--- src/rtl/simd_alu_pkg.sv ---
// Shared types and lane helpers for the SIMD ALU pipeline.
// The operand word is split into four quarters; a lane is one, two or four
// quarters depending on lane mode. Helpers map quarters and lanes onto each other.
package simd_alu_pkg;

  typedef enum logic [3:0] {
    OP_ADD    = 4'd0,
    OP_SUB    = 4'd1,
    OP_AND    = 4'd2,
    OP_OR     = 4'd3,
    OP_XOR    = 4'd4,
    OP_SLL    = 4'd5,
    OP_SRL    = 4'd6,
    OP_SRA    = 4'd7,
    OP_ADDS_S = 4'd8,
    OP_SUBS_S = 4'd9,
    OP_ADDS_U = 4'd10,
    OP_SUBS_U = 4'd11,
    OP_MIN_S  = 4'd12,
    OP_MAX_S  = 4'd13,
    OP_MIN_U  = 4'd14,
    OP_MAX_U  = 4'd15
  } op_e;

  typedef enum logic [1:0] {
    MODE_1X   = 2'd0,
    MODE_2X   = 2'd1,
    MODE_4X   = 2'd2,
    MODE_RSVD = 2'd3
  } lane_mode_e;

  // Bit k set: carry must not propagate from quarter k into quarter k+1.
  function automatic logic [2:0] carry_break_mask(input lane_mode_e mode);
    case (mode)
      MODE_2X: return 3'b010;
      MODE_4X: return 3'b111;
      default: return 3'b000;
    endcase
  endfunction

  // Bit i set: lane i exists in this mode.
  function automatic logic [3:0] lane_valid_mask(input lane_mode_e mode);
    case (mode)
      MODE_2X: return 4'b0011;
      MODE_4X: return 4'b1111;
      default: return 4'b0001;
    endcase
  endfunction

  // Most-significant quarter of the lane that contains quarter q.
  function automatic logic [1:0] lane_top(input lane_mode_e mode, input logic [1:0] q);
    case (mode)
      MODE_2X: return {q[1], 1'b1};
      MODE_4X: return q;
      default: return 2'b11;
    endcase
  endfunction

  // Most-significant quarter of lane number `lane` (meaningless for absent lanes).
  function automatic logic [1:0] lane_msq(input lane_mode_e mode, input logic [1:0] lane);
    case (mode)
      MODE_2X: return {lane[0], 1'b1};
      MODE_4X: return lane;
      default: return 2'b11;
    endcase
  endfunction

endpackage

--- src/rtl/simd_lane_adder.sv ---
// WIDTH-bit adder/subtractor built from four quarter adders with carry kill at
// the quarter boundaries named in carry_break.
// Ports: a, b operands; sub selects a-b (b inverted, carry-in 1 at every lane
// start); sum result; carry_out / overflow per quarter (valid at lane tops).
module simd_lane_adder #(
  parameter int unsigned WIDTH = 64
) (
  input  logic [WIDTH-1:0] a,
  input  logic [WIDTH-1:0] b,
  input  logic             sub,
  input  logic [2:0]       carry_break,
  output logic [WIDTH-1:0] sum,
  output logic [3:0]       carry_out,
  output logic [3:0]       overflow
);

  localparam int unsigned Q = WIDTH / 4;

  logic [WIDTH-1:0] bx;
  logic [3:0]       cin;

  assign bx     = sub ? ~b : b;
  assign cin[0] = sub;

  for (genvar g = 0; g < 4; g++) begin : g_quarter
    logic [Q:0] s;
    assign s = {1'b0, a[g*Q +: Q]} + {1'b0, bx[g*Q +: Q]} + {{Q{1'b0}}, cin[g]};
    assign sum[g*Q +: Q] = s[Q-1:0];
    assign carry_out[g]  = s[Q];
    assign overflow[g]   = (a[g*Q+Q-1] == bx[g*Q+Q-1]) && (s[Q-1] != a[g*Q+Q-1]);
    if (g < 3) begin : g_chain
      // A broken boundary restarts the next lane with the subtract carry-in.
      assign cin[g+1] = carry_break[g] ? sub : s[Q];
    end
  end

endmodule

--- src/rtl/simd_alu_pipe.sv ---
// Two-stage valid/ready SIMD integer ALU with 1, 2 or 4 lanes selected per op.
// Ports: clk, rst (async high); in_valid/in_ready with a, b, lane_mode, op;
// out_valid/out_ready with result and per-lane eq/slt/ult flags.
// S1 registers operands and decoded control; S2 registers result and flags.
module simd_alu_pipe
  import simd_alu_pkg::*;
#(
  parameter int unsigned WIDTH     = 64,
  parameter int unsigned LANES_MAX = 4
) (
  input  logic             clk,
  input  logic             rst,
  input  logic             in_valid,
  output logic             in_ready,
  input  logic [WIDTH-1:0] a,
  input  logic [WIDTH-1:0] b,
  input  logic [1:0]       lane_mode,
  input  logic [3:0]       op,
  output logic             out_valid,
  input  logic             out_ready,
  output logic [WIDTH-1:0] result,
  output logic [LANES_MAX-1:0] eq,
  output logic [LANES_MAX-1:0] slt,
  output logic [LANES_MAX-1:0] ult
);

  localparam int unsigned Q    = WIDTH / 4;
  localparam int unsigned H    = WIDTH / 2;
  localparam int unsigned SH_F = $clog2(WIDTH);
  localparam int unsigned SH_H = $clog2(H);
  localparam int unsigned SH_Q = $clog2(Q);

  // Pipeline control
  logic adv1, adv2;
  logic s1_valid, s2_valid;

  logic [WIDTH-1:0] s1_a, s1_b;
  op_e              s1_op;
  lane_mode_e       s1_mode;

  assign adv2      = ~s2_valid | out_ready;
  assign adv1      = ~s1_valid | adv2;
  assign in_ready  = adv1;
  assign out_valid = s2_valid;

  always_ff @(posedge clk or posedge rst) begin
    if (rst) begin
      s1_valid <= 1'b0;
      s1_a     <= '0;
      s1_b     <= '0;
      s1_op    <= OP_ADD;
      s1_mode  <= MODE_1X;
    end else if (adv1) begin
      s1_valid <= in_valid;
      if (in_valid) begin
        s1_a    <= a;
        s1_b    <= b;
        s1_op   <= op_e'(op);
        s1_mode <= (lane_mode == 2'd3) ? MODE_1X : lane_mode_e'(lane_mode);
      end
    end
  end

  // S2 combinational datapath
  logic             add_sub;
  logic [2:0]       brk;
  logic [WIDTH-1:0] add_sum, cmp_sum;
  logic [3:0]       add_co, add_ov, cmp_co, cmp_ov;

  assign add_sub = (s1_op == OP_SUB) || (s1_op == OP_SUBS_S) || (s1_op == OP_SUBS_U);
  assign brk     = carry_break_mask(s1_mode);

  simd_lane_adder #(.WIDTH(WIDTH)) u_add (
    .a(s1_a), .b(s1_b), .sub(add_sub), .carry_break(brk),
    .sum(add_sum), .carry_out(add_co), .overflow(add_ov)
  );

  // Always-subtracting copy: compare flags and MIN/MAX come from a-b.
  simd_lane_adder #(.WIDTH(WIDTH)) u_cmp (
    .a(s1_a), .b(s1_b), .sub(1'b1), .carry_break(brk),
    .sum(cmp_sum), .carry_out(cmp_co), .overflow(cmp_ov)
  );

  logic [3:0] a_msb, cmp_msb, qeq;
  for (genvar g = 0; g < 4; g++) begin : g_qinfo
    assign a_msb[g]   = s1_a[g*Q+Q-1];
    assign cmp_msb[g] = cmp_sum[g*Q+Q-1];
    assign qeq[g]     = (cmp_sum[g*Q +: Q] == '0);
  end

  // Shifts per mode; lanes never exchange bits.
  logic [WIDTH-1:0] f_sll, f_srl, f_sra, h_sll, h_srl, h_sra, q_sll, q_srl, q_sra;
  logic [WIDTH-1:0] sh_l, sh_r, sh_a;

  assign f_sll = s1_a << s1_b[SH_F-1:0];
  assign f_srl = s1_a >> s1_b[SH_F-1:0];
  assign f_sra = $unsigned($signed(s1_a) >>> s1_b[SH_F-1:0]);

  for (genvar g = 0; g < 2; g++) begin : g_hshift
    assign h_sll[g*H +: H] = s1_a[g*H +: H] << s1_b[g*H +: SH_H];
    assign h_srl[g*H +: H] = s1_a[g*H +: H] >> s1_b[g*H +: SH_H];
    assign h_sra[g*H +: H] = $unsigned($signed(s1_a[g*H +: H]) >>> s1_b[g*H +: SH_H]);
  end

  for (genvar g = 0; g < 4; g++) begin : g_qshift
    assign q_sll[g*Q +: Q] = s1_a[g*Q +: Q] << s1_b[g*Q +: SH_Q];
    assign q_srl[g*Q +: Q] = s1_a[g*Q +: Q] >> s1_b[g*Q +: SH_Q];
    assign q_sra[g*Q +: Q] = $unsigned($signed(s1_a[g*Q +: Q]) >>> s1_b[g*Q +: SH_Q]);
  end

  always_comb begin
    sh_l = f_sll;
    sh_r = f_srl;
    sh_a = f_sra;
    case (s1_mode)
      MODE_2X: begin
        sh_l = h_sll;
        sh_r = h_srl;
        sh_a = h_sra;
      end
      MODE_4X: begin
        sh_l = q_sll;
        sh_r = q_srl;
        sh_a = q_sra;
      end
      default: ;
    endcase
  end

  // Per-quarter result select; lane-wide decisions use the lane's top quarter.
  logic [WIDTH-1:0] res_d;

  for (genvar g = 0; g < 4; g++) begin : g_res
    logic [1:0]   t;
    logic         is_top, lslt, lult;
    logic [Q-1:0] aq, bq, sq, sat_s, rq;

    assign t      = lane_top(s1_mode, 2'(g));
    assign is_top = (t == 2'(g));
    assign aq     = s1_a[g*Q +: Q];
    assign bq     = s1_b[g*Q +: Q];
    assign sq     = add_sum[g*Q +: Q];
    assign lslt   = cmp_msb[t] ^ cmp_ov[t];
    assign lult   = ~cmp_co[t];
    // Signed clamp toward the sign of a: top quarter carries the sign bit.
    assign sat_s  = is_top ? {a_msb[t], {(Q-1){~a_msb[t]}}} : {Q{~a_msb[t]}};

    always_comb begin
      rq = sq;
      case (s1_op)
        OP_ADD, OP_SUB:       rq = sq;
        OP_AND:               rq = aq & bq;
        OP_OR:                rq = aq | bq;
        OP_XOR:               rq = aq ^ bq;
        OP_SLL:               rq = sh_l[g*Q +: Q];
        OP_SRL:               rq = sh_r[g*Q +: Q];
        OP_SRA:               rq = sh_a[g*Q +: Q];
        OP_ADDS_S, OP_SUBS_S: rq = add_ov[t] ? sat_s : sq;
        OP_ADDS_U:            rq = add_co[t] ? '1 : sq;
        OP_SUBS_U:            rq = add_co[t] ? sq : '0;
        OP_MIN_S:             rq = lslt ? aq : bq;
        OP_MAX_S:             rq = lslt ? bq : aq;
        OP_MIN_U:             rq = lult ? aq : bq;
        OP_MAX_U:             rq = lult ? bq : aq;
        default:              rq = sq;
      endcase
    end

    assign res_d[g*Q +: Q] = rq;
  end

  // Per-lane flags
  logic [3:0] eq_raw, slt_raw, ult_raw, lane_mask;

  for (genvar gl = 0; gl < 4; gl++) begin : g_lane
    logic [1:0] lt;
    logic [3:0] member;
    assign lt = lane_msq(s1_mode, 2'(gl));
    for (genvar gm = 0; gm < 4; gm++) begin : g_member
      assign member[gm] = (lane_top(s1_mode, 2'(gm)) == lt);
    end
    assign eq_raw[gl]  = &(qeq | ~member);
    assign slt_raw[gl] = cmp_msb[lt] ^ cmp_ov[lt];
    assign ult_raw[gl] = ~cmp_co[lt];
  end

  assign lane_mask = lane_valid_mask(s1_mode);

  always_ff @(posedge clk or posedge rst) begin
    if (rst) begin
      s2_valid <= 1'b0;
      result   <= '0;
      eq       <= '0;
      slt      <= '0;
      ult      <= '0;
    end else if (adv2) begin
      s2_valid <= s1_valid;
      if (s1_valid) begin
        result <= res_d;
        eq     <= eq_raw  & lane_mask;
        slt    <= slt_raw & lane_mask;
        ult    <= ult_raw & lane_mask;
      end
    end
  end

endmodule

--- config.mk ---
export PLATFORM = sky130hd
export DESIGN_NAME = simd_alu_pipe
export DESIGN_NICKNAME = d
export VERILOG_FILES = /design/src/rtl/simd_alu_pkg.sv /design/src/rtl/simd_lane_adder.sv /design/src/rtl/simd_alu_pipe.sv
export SDC_FILE = /design/constraint.sdc
export NUM_CORES = 2
export LEC_CHECK = 0
export ABC_AREA = 1
export CAP_MARGIN = 20
export CORE_ASPECT_RATIO = 1.4
export CORE_MARGIN = 2
export CORE_UTILIZATION = 60
export CTS_CLUSTER_SIZE = 24
export DETAILED_ROUTE_END_ITERATION = 6
export GPL_TIMING_DRIVEN = 1
export PLACE_DENSITY = 0.91
export SYNTH_ARGS = -nofsm -noshare
export SYNTH_HDL_FRONTEND = slang
export SYNTH_SLANG_ARGS = --single-unit
--- constraint.sdc ---
create_clock -name clk -period 19.6 [get_ports clk]
set_input_delay 1.96 -clock clk [delete_from_list [all_inputs] [get_ports clk]]
set_output_delay 1.96 -clock clk [all_outputs]
set_load 0.05 [all_outputs]
==> results of run 1 <==
metrics by stage:
step                utilization  instance area (um^2)  setup WS [ns]  hold WS [ns]
detailed placement        0.634                 45300           8.85         0.464
floorplan                     -                 43300          10.98         0.507
global placement          0.634                 45300           9.05         0.463
CTS                       0.646                 46200           8.79         0.483
metal layers:
layer	track usage	GRT overflow
met5	0.282	5
met4	0.799	284
met3	0.648	15
met2	0.953	409
met1	0.803	3
cell usage after synthesis, types with 47 or more instances:
| master | instances | area, um^2 |
|---|---|---|
| o22ai_1 | 47 | 294 |
| ha_1 | 257 | 3220 |
| inv_1 | 529 | 1990 |
| buf_2 | 127 | 636 |
| clkbuf_1 | 274 | 1030 |
| inv_2 | 48 | 180 |
| nor2_1 | 545 | 2050 |
| nand4_1 | 92 | 576 |
| nand2_1 | 2482 | 9320 |
| nand3_1 | 645 | 3230 |
| o21ai_0 | 901 | 4510 |
| dfrtp_1 | 212 | 5310 |
| o211ai_1 | 149 | 1120 |
| nor3_1 | 54 | 270 |
| xor2_1 | 133 | 1160 |
| a21oi_1 | 503 | 2520 |
| buf_1 | 80 | 300 |
| o21ai_1 | 206 | 1030 |
cell families after synthesis:
| group | count (synthesis) | synth area share |
|---|---|---|
| simple gates | 3981 | 0.383 |
| buf+inv | 1121 | 0.107 |
| mux | 41 | 0.00947 |
| xor+xnor | 153 | 0.0309 |
| compound gates | 2062 | 0.266 |
| fa+ha+maj | 272 | 0.0811 |
| flops | 212 | 0.122 |
==> run metrics, run 1 <==
cts hold-fix bufs 0; sequential-to-total area share from yosys stat 0.122; Run Error [ERROR GRT-0116] Global routing finished with congestion. Check the congestion regions in the DRC Viewer.; Ports 216; port buffer count 215; synth warn 0; vias in the first global route 62,292; Post-DP HPWL 189,000 um; Die W 231 um; syn nets 8,252; setup bufs post-CTS 0; Seq cells post-synth 212; first-pass GRT wire length 454,000 um; failing step 5_1_grt; Starting Density 0.606; Root Buffer clkbuf_16; Mapped Area 43,300 um^2; Post-synth EDFFs 0; status stopped before the end; clk buf depth 3; RePlAce Congestion 1.29; top_reg_cell synth dfrtp_1; grt ovf 716; # H-tree levels 1; Sink Count 212; synthesized instance count 7,842; Total GRT Usage 0.797; Unique masters post-synth 66; CTS buffer count 25; placed cell count 8,598; syn_area_per_cell 5.53 um^2; row cnt 116; fraction of registers with async set/reset 1.00; post-cts resize count 0; largest net degree at the start of global routing 129; Die Y 322 um
==> run 2: changes to the inputs <==
--- a/config.mk
+++ b/config.mk
@@ -7,13 +7,11 @@
 export LEC_CHECK = 0
 export ABC_AREA = 1
 export CAP_MARGIN = 20
-export CORE_ASPECT_RATIO = 1.4
 export CORE_MARGIN = 2
-export CORE_UTILIZATION = 60
-export CTS_CLUSTER_SIZE = 24
+export CORE_UTILIZATION = 40
 export DETAILED_ROUTE_END_ITERATION = 6
 export GPL_TIMING_DRIVEN = 1
-export PLACE_DENSITY = 0.91
+export PLACE_DENSITY_LB_ADDON = 0.15
 export SYNTH_ARGS = -nofsm -noshare
 export SYNTH_HDL_FRONTEND = slang
 export SYNTH_SLANG_ARGS = --single-unit
==> run metrics, run 2 <==
Starting Density 0.404 (-0.201); clock latency on the worst-skew pair 0.67 ns; worst endpoint required time 20.13 ns; DR WL/cell 31.5 um; area leader, netlist nand2_1; Post-DP HPWL 219,000 um (+16%); commonest non-fill, non-tap cell in the layout nand2_1; final WL 288,000 um; # H-tree levels 1 (unchanged); final setup TNS 0 ns; CP peak stage delay 0.75 ns; Min Clock Period, post-route 11.48 ns; sequential-to-total area share from yosys stat 0.122 (unchanged); RSZ-0062 raised after global routing no; Seq cells post-synth 212 (unchanged); Die W 333 um (+44%); worst endpoint data arrival time 12.02 ns; row cnt 120 (+3.4%); placed cell count 9,086 (+5.7%); fraction of registers with async set/reset 1.00 (unchanged); drt first pass iters 7; CP Class reg -> reg; synthesized instance count 7,842 (unchanged); share of the synthesized area in the top cell type 0.215 (unchanged); CTS tree done; post-synthesis adder-cell area fraction 0.0811 (unchanged); max-cap viol count 0; Clock power frac 0.102; Worst Max-Slew Pin Slew 1.33 ns; crit path max fanout 43; clock-pin slew on the worst setup and hold paths 0.06 ns; most frequent cells after synthesis 2,482 x nand2_1, 901 x o21ai_0, 645 x nand3_1; DR vias/cell 6.45; commonest non-fill, non-tap cells in the layout 2,480 x nand2_1, 900 x o21ai_0, 645 x nand3_1, 533 x nor2_1, 521 x inv_1; crit-path most repeated cell nand2_1; syn nets 8,252 (unchanged); Area contributors post-synth nand2_1 21%, dfrtp_1 12%, o21ai_0 10%; FMAX 0.0871 GHz; compound-gate portion of the synthesized area 0.266 (unchanged); CTS buffer count 31 (+24%); Iter 0 DRT Violations 9,197; post-cts resize count 0 (unchanged); Core ar. 107,000 um^2; setup bufs post-CTS 0 (unchanged); vias in the first global route 54,085; most frequent cell after synthesis nand2_1; simple-gate share of the synthesized area 0.383 (unchanged); top_reg_cell synth dfrtp_1; period utilization 0.586; Root Buffer clkbuf_16; Vias 59,046; Seq pwr share 0.124; Mapped Area 43,300 um^2 (unchanged); Unique masters post-synth 66 (unchanged); Slew Viols, Final 0; Leak 22.7 nW; Sink Count 212 (unchanged); Ports 216 (unchanged); mux cell area share after synthesis 0.00947 (unchanged); setup violators final 0; main combinational cell family by area after synthesis simple AND/OR/NAND/NOR gates; Die Y 333 um (+3.5%); critical path's slowest cell nand2_4; Setup Skew 0.0326 ns; Hold Crit Class reg -> reg; Setup crit start kind flip-flop; synthesis-to-finish area growth 9.10%; first-pass GRT wire length 403,000 um; Critical Path Sink Type flip-flop; RePlAce Congestion 1.13 (-12%); port buffer count 215 (unchanged); Power Density 125 nW/um^2; Die ar. 111,000 um^2; largest registers result (64), s1_a (64), s1_b (64); grt ovf 0; switching share of power 0.654; final antenna-violating net count 0; combinational share of power 0.774; NumNets Final 8,131; status complete, no violations; initial antenna violation count 13; synth warn 0 (unchanged); fin cells 9,157; Final Hold Fails 0; share of cells above drive strength 1 0.0545; clk buf depth 3 (unchanged); worst vdd ir 0.0808 mV; syn_area_per_cell 5.53 um^2 (unchanged); xor and xnor area share after synthesis 0.0309 (unchanged); relative slew slack 0.115; Post-synth EDFFs 0 (unchanged); largest net degree at the start of global routing 157; Total GRT Usage 0.498; cts hold-fix bufs 0 (unchanged); hold slack 0.478 ns; Switch Pwr 0.00385 W; # DRC 0; Int Pwr 0.00204 W
==> run 2: metal layers <==
layer  global-route usage  routed length [um]  up-vias
met5              0.00130                 105        -
met4                0.461               33400       10
met3                0.134               35100     1171
met2                0.731              117000     4493
met1                0.590              102000    27357
li1                     -                   -    26015
==> run 2: final cells by class <==
class | instances | area [um^2]
clock buffers | 36 | 845
diodes | 8 | 20.0
clock inverters | 22 | 181
flip-flops and latches | 212 | 5330
repair buffers | 367 | 3350
fillers | 12121 | 59900
well taps | 1403 | 1760
inverters | 600 | 2280
multi-input cells | 6509 | 33500
==> run 2: cell families (layout without fill, tap and decap cells) <==
logic type,count (synthesis),in the layout
compound gates,2062,2062
simple gates,3981,3981
fa+ha+maj,272,272
mux,41,41
flops,212,212
buf+inv,1121,1025
xor+xnor,153,153
other cells,0,8
==> run 2: power by group through the flow <==
stage / combinational, W / clock (W) / sequential, W
after global placement: 0.00430 / 0 / 0.000726
after detailed placement: 0.00430 / 0 / 0.000725
after global routing: 0.00479 / 0.000614 / 0.000731
after CTS: 0.00432 / 0.000598 / 0.000720
final: 0.00456 / 0.000600 / 0.000730
after floorplan: 0.00257 / 0 / 0.000872
==> run 2: path summary, 6_finish.rpt <==
path                       slack (ns)  cells after the start                     end                    from
setup / recovery                 8.12                     52   result[8]$_DFFE_PP0P_     s1_b[3]$_DFFE_PP0P_
hold reg to reg                  0.48                      2  result[41]$_DFFE_PP0P_  result[41]$_DFFE_PP0P_
hold / removal                   0.48                      2  result[41]$_DFFE_PP0P_  result[41]$_DFFE_PP0P_
setup reg to reg                 8.12                     52   result[8]$_DFFE_PP0P_     s1_b[3]$_DFFE_PP0P_
min in group asynchronous        1.81                      2    s1_b[43]$_DFFE_PP0P_                     rst
max in group asynchronous       15.43                      4     s1_b[1]$_DFFE_PP0P_                     rst
==> run 2: metrics by stage <==
stage	utilization	power, W	setup slack (ns)	cell area, um^2
6_report	0.441	0.00589	8.12	47300
3_3_place_gp	0.430	0.00503	8.85	46100
2_1_floorplan	-	0.00345	10.98	43300
5_1_grt	0.441	0.00613	7.53	47300
3_5_place_dp	0.431	0.00502	8.61	46200
4_1_cts	0.440	0.00563	8.61	47200
==> run 2: worst max-delay path, delay by kind of cell, from the launching register on <==
family                     cells  cell delay (ns)
buffers and inverters          8             1.23
DFF                            1             0.68
AOI/OAI and AO/OA             12             2.36
and+or+nand+nor               25             4.15
adders and majority gates      7             2.82
Power figures use the tool's default switching activity.
